**config.mk**
```make
export PLATFORM = sky130hd
export DESIGN_NAME = tube_readout
export DESIGN_NICKNAME = d
export VERILOG_FILES = /design/src/rtl/qn_daq_pkg.sv /design/src/rtl/tube_snapshot.sv /design/src/rtl/tube_readout.sv
export SDC_FILE = /design/constraint.sdc
export NUM_CORES = 1
export LEC_CHECK = 0
export ABC_CLOCK_PERIOD_IN_PS = 5400
export BUFFER_PORTS_ARGS = -buffer_cell sky130_fd_sc_hd__buf_2
export CAP_MARGIN = 0
export CELL_PAD_IN_SITES_DETAIL_PLACEMENT = 1
export CELL_PAD_IN_SITES_GLOBAL_PLACEMENT = 2
export CORE_ASPECT_RATIO = 0.5
export CORE_UTILIZATION = 35
export CTS_CLUSTER_SIZE = 20
export DETAILED_ROUTE_END_ITERATION = 10
export GPL_ROUTABILITY_DRIVEN = 0
export PLACE_DENSITY_LB_ADDON = 0.1
export SYNTH_ARGS = -nofsm -noshare
export SYNTH_HDL_FRONTEND = slang
export SYNTH_SLANG_ARGS = --single-unit
```
**constraint.sdc**
```tcl
create_clock -name clk -period 5.4 [get_ports clk]
set_input_delay 1.08 -clock clk [delete_from_list [all_inputs] [get_ports clk]]
set_output_delay 1.08 -clock clk [all_outputs]
set_load 0.005 [all_outputs]
```
**src/rtl/qn_daq_pkg.sv**
```systemverilog
// rtl/qn_daq_pkg.sv - shared types and constants for the muon DAQ readout path
package qn_daq_pkg;

  localparam logic [7:0] HEADER_TAG  = 8'hFF;
  localparam int         FIFO_WORD_W = 16;
  localparam int         TUBE_CNT_W  = 8;

  typedef enum logic [2:0] {
    ST_IDLE,
    ST_ARMED,
    ST_SETTLE,
    ST_SNAP,
    ST_HEADER,
    ST_TUBES,
    ST_CLEAR
  } state_t;

  function automatic logic [FIFO_WORD_W-1:0] make_word(input logic [7:0] tag,
                                                       input logic [TUBE_CNT_W-1:0] payload);
    return {tag, payload};
  endfunction

endpackage

```
**src/rtl/tube_snapshot.sv**
```systemverilog
// rtl/tube_snapshot.sv - frozen copy of all tube counts with an index read mux
module tube_snapshot
  import qn_daq_pkg::*;
#(
  parameter int NUM_TUBES = 8
) (
  input  logic                              clk,
  input  logic                              clr_n,
  input  logic                              load,
  input  logic [NUM_TUBES*TUBE_CNT_W-1:0]   tube_data,
  input  logic [7:0]                        idx,
  output logic [TUBE_CNT_W-1:0]             cnt
);

  logic [TUBE_CNT_W-1:0] snap [NUM_TUBES];

  always_ff @(posedge clk or negedge clr_n) begin
    if (!clr_n) begin
      for (int i = 0; i < NUM_TUBES; i++) snap[i] <= '0;
    end else if (load) begin
      for (int i = 0; i < NUM_TUBES; i++) snap[i] <= tube_data[i*TUBE_CNT_W +: TUBE_CNT_W];
    end
  end

  // Out-of-range indices read as zero rather than aliasing another tube.
  always_comb begin
    cnt = '0;
    for (int i = 0; i < NUM_TUBES; i++) begin
      if (idx == 8'(i)) cnt = snap[i];
    end
  end

endmodule

```
**src/rtl/tube_readout.sv**
```systemverilog
// rtl/tube_readout.sv - drains tube counters into the event FIFO after each gate window
module tube_readout
  import qn_daq_pkg::*;
#(
  parameter int NUM_TUBES  = 8,
  parameter int CLR_CYCLES = 2
) (
  input  logic                            clk,
  input  logic                            clr_n,
  input  logic                            gate_enable,
  input  logic [NUM_TUBES*TUBE_CNT_W-1:0] tube_data,
  input  logic                            fifo_full,
  output logic                            fifo_wr_en,
  output logic [FIFO_WORD_W-1:0]          fifo_din,
  output logic                            tube_clr,
  output logic                            busy,
  output logic [7:0]                      event_cnt,
  output logic [7:0]                      missed_cnt
);

  localparam int CLR_W = (CLR_CYCLES > 1) ? $clog2(CLR_CYCLES) : 1;

  state_t                state;
  state_t                next_state;
  logic                  gate_q;
  logic                  gate_rise;
  logic                  gate_fall;
  logic [7:0]            idx;
  logic [CLR_W-1:0]      clr_cnt;
  logic [TUBE_CNT_W-1:0] snap_cnt;
  logic                  last_tube;
  logic                  clr_done;

  assign gate_rise = gate_enable & ~gate_q;
  assign gate_fall = ~gate_enable & gate_q;
  assign last_tube = (idx == 8'(NUM_TUBES - 1));
  assign clr_done  = (clr_cnt == CLR_W'(CLR_CYCLES - 1));

  tube_snapshot #(
    .NUM_TUBES (NUM_TUBES)
  ) u_snapshot (
    .clk       (clk),
    .clr_n     (clr_n),
    .load      (state == ST_SNAP),
    .tube_data (tube_data),
    .idx       (idx),
    .cnt       (snap_cnt)
  );

  always_ff @(posedge clk or negedge clr_n) begin
    if (!clr_n) state <= ST_IDLE;
    else        state <= next_state;
  end

  always_comb begin
    next_state = state;
    fifo_wr_en = 1'b0;
    fifo_din   = '0;
    busy       = 1'b1;
    case (state)
      ST_IDLE: begin
        busy = 1'b0;
        if (gate_rise) next_state = ST_ARMED;
      end
      ST_ARMED: begin
        busy = 1'b0;
        if (gate_fall) next_state = ST_SETTLE;
      end
      ST_SETTLE: next_state = ST_SNAP;
      ST_SNAP:   next_state = ST_HEADER;
      ST_HEADER: begin
        fifo_wr_en = ~fifo_full;
        fifo_din   = make_word(HEADER_TAG, event_cnt);
        if (!fifo_full) next_state = ST_TUBES;
      end
      ST_TUBES: begin
        fifo_wr_en = ~fifo_full;
        fifo_din   = make_word(idx, snap_cnt);
        if (!fifo_full && last_tube) next_state = ST_CLEAR;
      end
      ST_CLEAR: begin
        if (clr_done) next_state = ST_IDLE;
      end
      default: begin
        busy       = 1'b0;
        next_state = ST_IDLE;
      end
    endcase
  end

  always_ff @(posedge clk or negedge clr_n) begin
    if (!clr_n) begin
      gate_q     <= 1'b0;
      idx        <= '0;
      clr_cnt    <= '0;
      tube_clr   <= 1'b0;
      event_cnt  <= '0;
      missed_cnt <= '0;
    end else begin
      gate_q   <= gate_enable;
      // Registered from next_state so the clear lines up exactly with CLEAR.
      tube_clr <= (next_state == ST_CLEAR);

      if (state == ST_CLEAR) clr_cnt <= clr_cnt + 1'b1;
      else                   clr_cnt <= '0;

      if (state == ST_SNAP) begin
        idx <= '0;
      end else if (state == ST_TUBES && !fifo_full) begin
        idx <= last_tube ? 8'd0 : idx + 8'd1;
      end

      if (state == ST_HEADER && !fifo_full) event_cnt <= event_cnt + 8'd1;

      if (gate_rise && busy && missed_cnt != 8'hFF) missed_cnt <= missed_cnt + 8'd1;
    end
  end

endmodule

```
==> results of run 1 <==
-- worst max-delay path, cell delays in order (launching register included) --
cell	delay, ps
sky130_fd_sc_hd__dfrtp_1	410
sky130_fd_sc_hd__inv_1	180
sky130_fd_sc_hd__ha_1	640
sky130_fd_sc_hd__buf_4	320
sky130_fd_sc_hd__a21oi_1	60
sky130_fd_sc_hd__a2111oi_0	590
sky130_fd_sc_hd__o221ai_1	230
sky130_fd_sc_hd__a2111oi_2	380
sky130_fd_sc_hd__buf_2	180
-- flip-flops by register name, indices dropped and copies added (netlist names) --
name and count:
u_snapshot.snap 64, event_cnt 8, idx 8, missed_cnt 8
state 3, clr_cnt 1, gate_q 1, tube_clr 1
-- power groups by stage --
stage               Combinational, mW  Sequential, mW  Clock (mW)
floorplan                       0.958            1.17           0
global placement                 1.15            1.32           0
detailed placement               1.19            1.32           0
CTS                              1.20            1.31       0.705
global route                     1.35            1.36       0.734
finish                           1.19            1.31       0.690
-- worst min-delay path by stage --
stage,start,end,slack (ps),cells after the start
2_1_floorplan,u_snapshot.snap[49]$_DFFE_PN0N_,u_snapshot.snap[49]$_DFFE_PN0N_,450,2
3_3_place_gp,u_snapshot.snap[22]$_DFFE_PN0N_,u_snapshot.snap[22]$_DFFE_PN0N_,470,2
3_5_place_dp,u_snapshot.snap[31]$_DFFE_PN0N_,u_snapshot.snap[31]$_DFFE_PN0N_,470,2
4_1_cts,u_snapshot.snap[22]$_DFFE_PN0N_,u_snapshot.snap[22]$_DFFE_PN0N_,490,2
5_1_grt,u_snapshot.snap[22]$_DFFE_PN0N_,u_snapshot.snap[22]$_DFFE_PN0N_,510,2
6_report,u_snapshot.snap[21]$_DFFE_PN0N_,u_snapshot.snap[21]$_DFFE_PN0N_,480,2
-- routing by layer --
layer	vias to the layer above	share of wire	track usage
met1	2125	0.54	0.329
met3	11	0.038	0.0401
met5	-	0	0
met2	86	0.41	0.308
met4	0	0.0079	0.0442
li1	2086	-	-
-- cell usage in the layout (no fill, tap or decap), types with 7 or more instances in the layout --
cell / count
sky130_fd_sc_hd__buf_2: 101
sky130_fd_sc_hd__clkbuf_16: 9
sky130_fd_sc_hd__dfrtp_1: 94
sky130_fd_sc_hd__nor3_1: 11
sky130_fd_sc_hd__nor4_1: 10
sky130_fd_sc_hd__o211ai_1: 7
sky130_fd_sc_hd__xnor2_1: 7
sky130_fd_sc_hd__nand3_1: 11
sky130_fd_sc_hd__xor2_1: 8
sky130_fd_sc_hd__a21oi_1: 27
sky130_fd_sc_hd__nand2_1: 198
sky130_fd_sc_hd__nor2b_1: 12
sky130_fd_sc_hd__inv_1: 20
sky130_fd_sc_hd__o21ai_0: 13
sky130_fd_sc_hd__a211oi_1: 7
sky130_fd_sc_hd__a221oi_1: 12
sky130_fd_sc_hd__nor2_1: 16
-- cells by family after synthesis --
family | share of synthesized area
xor gates and xnor gates | 0.0266
buffers and inverters | 0.0656
muxes | 0.00861
and+or+nand+nor | 0.267
DFF | 0.476
adders and majority gates | 0.0152
AOI/OAI and AO/OA | 0.141
-- area by class of cell --
type,instances,area (um2),share of cell area
clock buffer,11,233,0.0401
clock inverter,5,83.8,0.0145
inverter,20,75.1,0.0129
multi-input combinational,413,2260,0.390
sequential,94,2350,0.406
tap,192,240,0.0414
timing repair buffer,107,551,0.0950
-- metrics by stage --
step	utilization	worst slack, ps	std cells	hold slack [ps]
after floorplan	-	2570	565	446
after global placement	0.401	1490	826	467
after detailed placement	0.401	1410	826	467
after CTS	0.424	976	842	485
after global routing	0.424	732	842	513
final	0.424	977	842	485
==> run summary, run 1 <==
The cell count of the worst reg-to-reg path is 4. The average routed wire per standard cell came out at 17.3 um. The final route contains 4,308 vias.

The setup violation total in the final timing report came out at 0. The residual overflow from global routing came out at 0. The top-area cell type share of the netlist area is 0.476. After filler insertion, the fill cell instance count of the layout stands at 1,668.

The worst setup slack for register-to-register paths is 2720 ps. In this run, synthesis inferred 0 flip-flops with an integrated enable. In this run the static leakage power is 2.83 nW. The final hold violation count is 0. The initial antenna violation count came out at 0. The kind of path behind the tightest hold check is register to register. The die width is 170 um. The post-synthesis sequential element count is 94. The worst clock skew is 8.55 ps. The combined area of all synthesized cells came out at 4940 um2. The number of antenna repair diodes came out at 0. The overall die area is 14,600 um2. The worst path in the final design needs a cycle of 4420 ps, including I/O delays and setup. The TritonCTS clock tree is done. The number of pins exceeding their max-slew limit in the final report is 0. Buffers placed on the I/O ports in this run total 102. The post-CTS resize count came out at 0. The number of nets in the synthesized netlist is 639. After detailed placement, the total cell area comes to 5480 um2. The latest clock arrival within the worst-skew pair is 340 ps.

The biggest area contributor in the post-synthesis netlist is sky130_fd_sc_hd__dfrtp_1. The count of unique library cells instantiated by Yosys came out at 55. The launching instance or port of the critical path is idx[0]$_DFFE_PN0P_. The net switching fraction of the power came out at 0.414.

The proportion of register bits with asynchronous set or reset after synthesis came out at 1.00. The number of hold buffers added after cts is 0. The required time of the critical path is 4320 ps. The share of final-layout standard cells stronger than drive strength 1 is 0.208.

The via density per instance came out at 5.12. The H-tree was split into 3 levels. Once the clock tree was built, the setup fixing pass inserted 0 buffers. The share of total power dissipated in the clock network is 0.216.

The overall fraction of global-route tracks in use is 0.214. The detailed placement HPWL came out at 10,500 um. The largest fanout on the critical path is 18.

The critical path arrival is 3340 ps. The count of routing violations after the opening detailed-route iteration came out at 255. Setup repair after global routing left no endpoint under its margin. For this design, the sink count on the clock tree is 94. The core region is 13,700 um2.

The sequential area share after synthesis is 0.476. For this design the ratio of total power to cell area is 550 nW/um2. The tree is rooted in a sky130_fd_sc_hd__clkbuf_16. The sequential cell fraction of total power is 0.411.

The timing-limited maximum frequency is 226 MHz. Max-cap violations in this run came to 0. The measured slew at the worst slew-check pin came out at 971 ps. The floorplan step set the die height to 86.0 um.

In this run the power spent charging and discharging nets is 1.32 mW. After technology mapping, the gate count stands at 565. The signed area change from the synthesized netlist to the final layout came out at 17.4%. The floorplan has 30 rows.

Entering global routing, the biggest net connects 58 pins. IR analysis of the VDD net gives a maximum drop of 0.184 mV. The end of the worst register-to-register path is u_snapshot.snap[10]$_DFFE_PN0N_. The run finished with clean final reports. For this run, design rule violations remaining after detail routing come to 0. Adding up every negative setup slack in the final design gives 0 ps. The worst register-to-register path begins at state[0]$_DFF_PN0_. The yosys synthesis warning count came out at 0. The overall power after layout came out at 3.19 mW. The final antenna-violating net count came out at 0. The first global-routing pass estimated 23,900 um of wire. The cell-internal power came out at 1.87 mW.

The number of global-route vias before repair is 4,368. For this block, the routed nets add up to 14,600 um of wire. The most used flip-flop cell after synthesis is sky130_fd_sc_hd__dfrtp_1. The maximum number of buffers from clock root to sink came out at 2. The register clock-pin slew on the reported worst setup and hold paths is 70 ps. The worst pin sits at a relative slew slack of 0.353.

A synthesized cell averages 8.74 um2. The finished layout cell area came out at 5800 um2. The combinational share of power came out at 0.373. The commonest cells after synthesis are sky130_fd_sc_hd__nand2_1 (198), sky130_fd_sc_hd__dfrtp_1 (94), sky130_fd_sc_hd__a21oi_1 (27).

By instance count, the leading cell after synthesis is sky130_fd_sc_hd__nand2_1. The startpoint-to-endpoint class of the critical path is register to primary output. The worst setup path is launched from a register. The number of buffers inserted during clock tree synthesis came out at 9. The share of the clock period used by the worst path came out at 0.819. The most critical setup path has its endpoint at fifo_din[7]. The net total in the final layout is 719. The starting utilization of the core area came out at 0.361. By area the synthesized netlist is led by sky130_fd_sc_hd__dfrtp_1 (48%), sky130_fd_sc_hd__nand2_1 (15%), sky130_fd_sc_hd__a21oi_1 (2.7%).

In this run the count of I/O pins placed on the die edge is 103. The worst setup path is captured at a primary output. The first-pass iteration count of the detailed router is 5.
No activity file was read; power rests on OpenSTA's default activity.
==> run 2: changes to the inputs <==
--- a/config.mk
+++ b/config.mk
@@ -5,13 +5,13 @@
 export SDC_FILE = /design/constraint.sdc
 export NUM_CORES = 1
 export LEC_CHECK = 0
-export ABC_CLOCK_PERIOD_IN_PS = 5400
+export ABC_CLOCK_PERIOD_IN_PS = 3700
 export BUFFER_PORTS_ARGS = -buffer_cell sky130_fd_sc_hd__buf_2
 export CAP_MARGIN = 0
 export CELL_PAD_IN_SITES_DETAIL_PLACEMENT = 1
 export CELL_PAD_IN_SITES_GLOBAL_PLACEMENT = 2
 export CORE_ASPECT_RATIO = 0.5
-export CORE_UTILIZATION = 35
+export CORE_UTILIZATION = 29
 export CTS_CLUSTER_SIZE = 20
 export DETAILED_ROUTE_END_ITERATION = 10
 export GPL_ROUTABILITY_DRIVEN = 0
==> constraint.sdc (replaced) <==
create_clock -name clk -period 3.7 [get_ports clk]
set_input_delay 0.74 -clock clk [delete_from_list [all_inputs] [get_ports clk]]
set_output_delay 0.74 -clock clk [all_outputs]
set_load 0.005 [all_outputs]
==> run summary, run 2 (synthesis results as in run 1) <==
The flow ran to the end, and the final reports show no timing, DRC or antenna violations. The total DRC errors in the routed layout came out at 0 (unchanged). The placement row count is 33 (+10%). The number of levels the H-tree was split into came out at 3 (unchanged). The relative contribution of the clock network to total power was 0.201 (-0.015). The vertical die dimension is 94.3 um (+9.6%). The setup violation total in the final timing report is 0 (unchanged).

The worst hold margin is 451 ps (-34.1 ps). The worst setup slack for register-to-register paths is 1500 ps (-1220 ps). The register clock-pin slew on the reported worst setup and hold paths came out at 70 ps (about the same). The measured slew at the worst slew-check pin came out at 874 ps (-97.0 ps). The cell leakage power came out at 2.86 nW (+1.3%). The most critical setup path has its startpoint at idx[0]$_DFFE_PN0P_. Setup repair after global routing left no endpoint under its margin.

The count of routing violations after the opening detailed-route iteration is 238 (-6.7%). The die width is 187 um (+9.7%). The overall via count from detail_route came out at 4,253 (-1.3%). The latest clock arrival within the worst-skew pair is 340 ps (about the same). The net total in the final layout came out at 726 (+0.97%). The switching component of the power is 1.93 mW (+46%). The share of the clock period used by the worst path is 0.938. The overall fraction of global-route tracks in use came out at 0.184 (-0.0301). The signed area change from the synthesized netlist to the final layout is 19.3%. The first-pass iteration count of the detailed router came out at 5 (unchanged). The final hold violation count came out at 0 (unchanged). The share of the core filled with cells in the final layout came out at 0.357 (-0.0675). The leading cell type in the layout, fill and taps excluded is sky130_fd_sc_hd__nand2_1. The initial antenna violation count came out at 0 (unchanged). The residual overflow from global routing was 0 (unchanged). The combinational share of power is 0.393 (+0.020). The largest fanout on the critical path is 26 (+8). The starting utilization of the core area came to 0.299 (-0.0624).

The largest vdd supply drop is 0.277 mV (+51%). The wire length of the first global-routing pass came to 24,900 um (+3.9%). The final wirelength came to 15,200 um (+4.3%). The number of pins exceeding their max-slew limit in the final report came out at 0 (unchanged). The number of global-route vias before repair is 4,320 (-1.1%).

The maximum number of buffers from clock root to sink came out at 2 (unchanged). The number of buffers inserted during clock tree synthesis was 9 (unchanged). The average routed wire per standard cell came out at 17.2 um (-0.57%). The reported max-cap violation count came out at 0 (unchanged). The number of hold buffers added after cts came out at 0 (unchanged). The reg-to-reg startpoint is idx[1]$_DFFE_PN0P_. The overall power after layout is 4.65 mW (+46%). Counting I/O delays and the setup requirement, the final critical path takes 3470 ps. The cell-internal power is 2.72 mW (+45%). The worst clock skew came to 5.11 ps (-3.44 ps).

The critical path arrival was 2730 ps (-610 ps). The relative max-transition margin came out at 0.418 (+0.0646). The areal power density over the cells came to 789 nW/um2 (+43%). The timing-limited maximum frequency is 288 MHz. The port buffer count is 102 (unchanged). The number of clock sinks is 94 (unchanged). The TritonCTS clock tree is done. The kind of path behind the tightest hold check is input pin to async pin.

The overall die area is 17,600 um2 (+20%). The count of fill cells added during filler insertion came to 1,978 (+19%). The worst setup path is launched from a register. The post-CTS resize count was 0 (unchanged). STA classifies the critical path endpoint as a primary output. The final antenna-violating net count is 0 (unchanged).

The via density per instance came to 4.82 (-5.9%). The sequential cell fraction of total power came out at 0.406 (-0.005). The detailed placement HPWL came to 11,200 um (+7.1%). The library cell used as clock root buffer is sky130_fd_sc_hd__clkbuf_16. The register containing the most flip-flops in the final layout is u_snapshot.snap. The required time of the critical path is 2960 ps (-1360 ps). The final setup TNS is 0 ps (unchanged). The startpoint-to-endpoint class of the critical path is register to primary output.

The post-CTS setup repair buffer count was 0 (unchanged). The net switching fraction of the power came out at 0.415 (+0.00117). The finished layout cell area is 5890 um2 (+1.6%). The number of antenna repair diodes came to 0 (unchanged). The placeable core region came to 16,500 um2 (+21%). The flip-flop count of the largest register after layout is 64 (unchanged). The instance area after placement is 5600 um2 (+2.2%). The share of final-layout standard cells stronger than drive strength 1 is 0.216 (+0.00877). In the layout the commonest cells are sky130_fd_sc_hd__nand2_1 (198), sky130_fd_sc_hd__buf_2 (101), sky130_fd_sc_hd__dfrtp_1 (94), sky130_fd_sc_hd__a21oi_1 (27), sky130_fd_sc_hd__inv_1 (20). The number of top-level design ports came out at 103 (unchanged). The largest net degree at the start of global routing is 56 (-3.4%).
-- run 2: changes by cell type in the layout (fill, tap and decap cells not counted), sizes merged --
cell,before,now
bufinv,2,1
clkinv,1,2
buf,107,114
clkinvlp,2,1
-- run 2: final cells by class --
class | instances | area [um2] | area share
clock buffer | 11 | 243 | 0.0412
multi-input combinational | 413 | 2260 | 0.384
timing repair buffer | 114 | 628 | 0.107
tap | 227 | 284 | 0.0482
inverter | 20 | 75.1 | 0.0127
sequential | 94 | 2350 | 0.399
clock inverter | 4 | 47.5 | 0.00807
-- run 2: final timing paths --
kind                                                   end  depth (start not counted)
max                                            fifo_din[2]                          8
min                              missed_cnt[6]$_DFFE_PN0P_                          1
max reg2reg                             state[0]$_DFF_PN0_                          5
min reg2reg                      missed_cnt[7]$_DFFE_PN0P_                          1
max in group asynchronous  u_snapshot.snap[57]$_DFFE_PN0N_                          2
min in group clk                 missed_cnt[7]$_DFFE_PN0P_                          1
-- run 2: power by group through the flow --
stage / sequential [mW] / clock [mW] / combinational, mW
after floorplan: 1.71 / 0 / 1.40
after global placement: 1.92 / 0 / 1.81
after detailed placement: 1.91 / 0 / 1.83
after CTS: 1.90 / 0.964 / 1.84
after global routing: 1.95 / 1.00 / 2.09
final: 1.89 / 0.934 / 1.82
-- run 2: stage by stage --
stage	instances	setup slack [ps]
after floorplan	565	1210
after global placement	868	662
after detailed placement	868	590
after CTS	883	223
after global routing	883	22.4
final	883	228
-- run 2: worst max-delay path, stage by stage (launching register included) --
cell and delay [ps]:
sky130_fd_sc_hd__dfrtp_1 420, sky130_fd_sc_hd__inv_1 160, sky130_fd_sc_hd__ha_1 350, sky130_fd_sc_hd__buf_4 340, sky130_fd_sc_hd__nor2_1 170, sky130_fd_sc_hd__o211ai_1 190
sky130_fd_sc_hd__a222oi_1 130, sky130_fd_sc_hd__nor4_1 420, sky130_fd_sc_hd__buf_2 190
-- run 2: metal layers --
metal  track usage  up-vias  routed length, um
li1              -     2104                  -
met1         0.284     2055               8370
met2         0.262       87               6300
met3        0.0355        7                472
met4        0.0342        0                 74
met5             0        -                  0
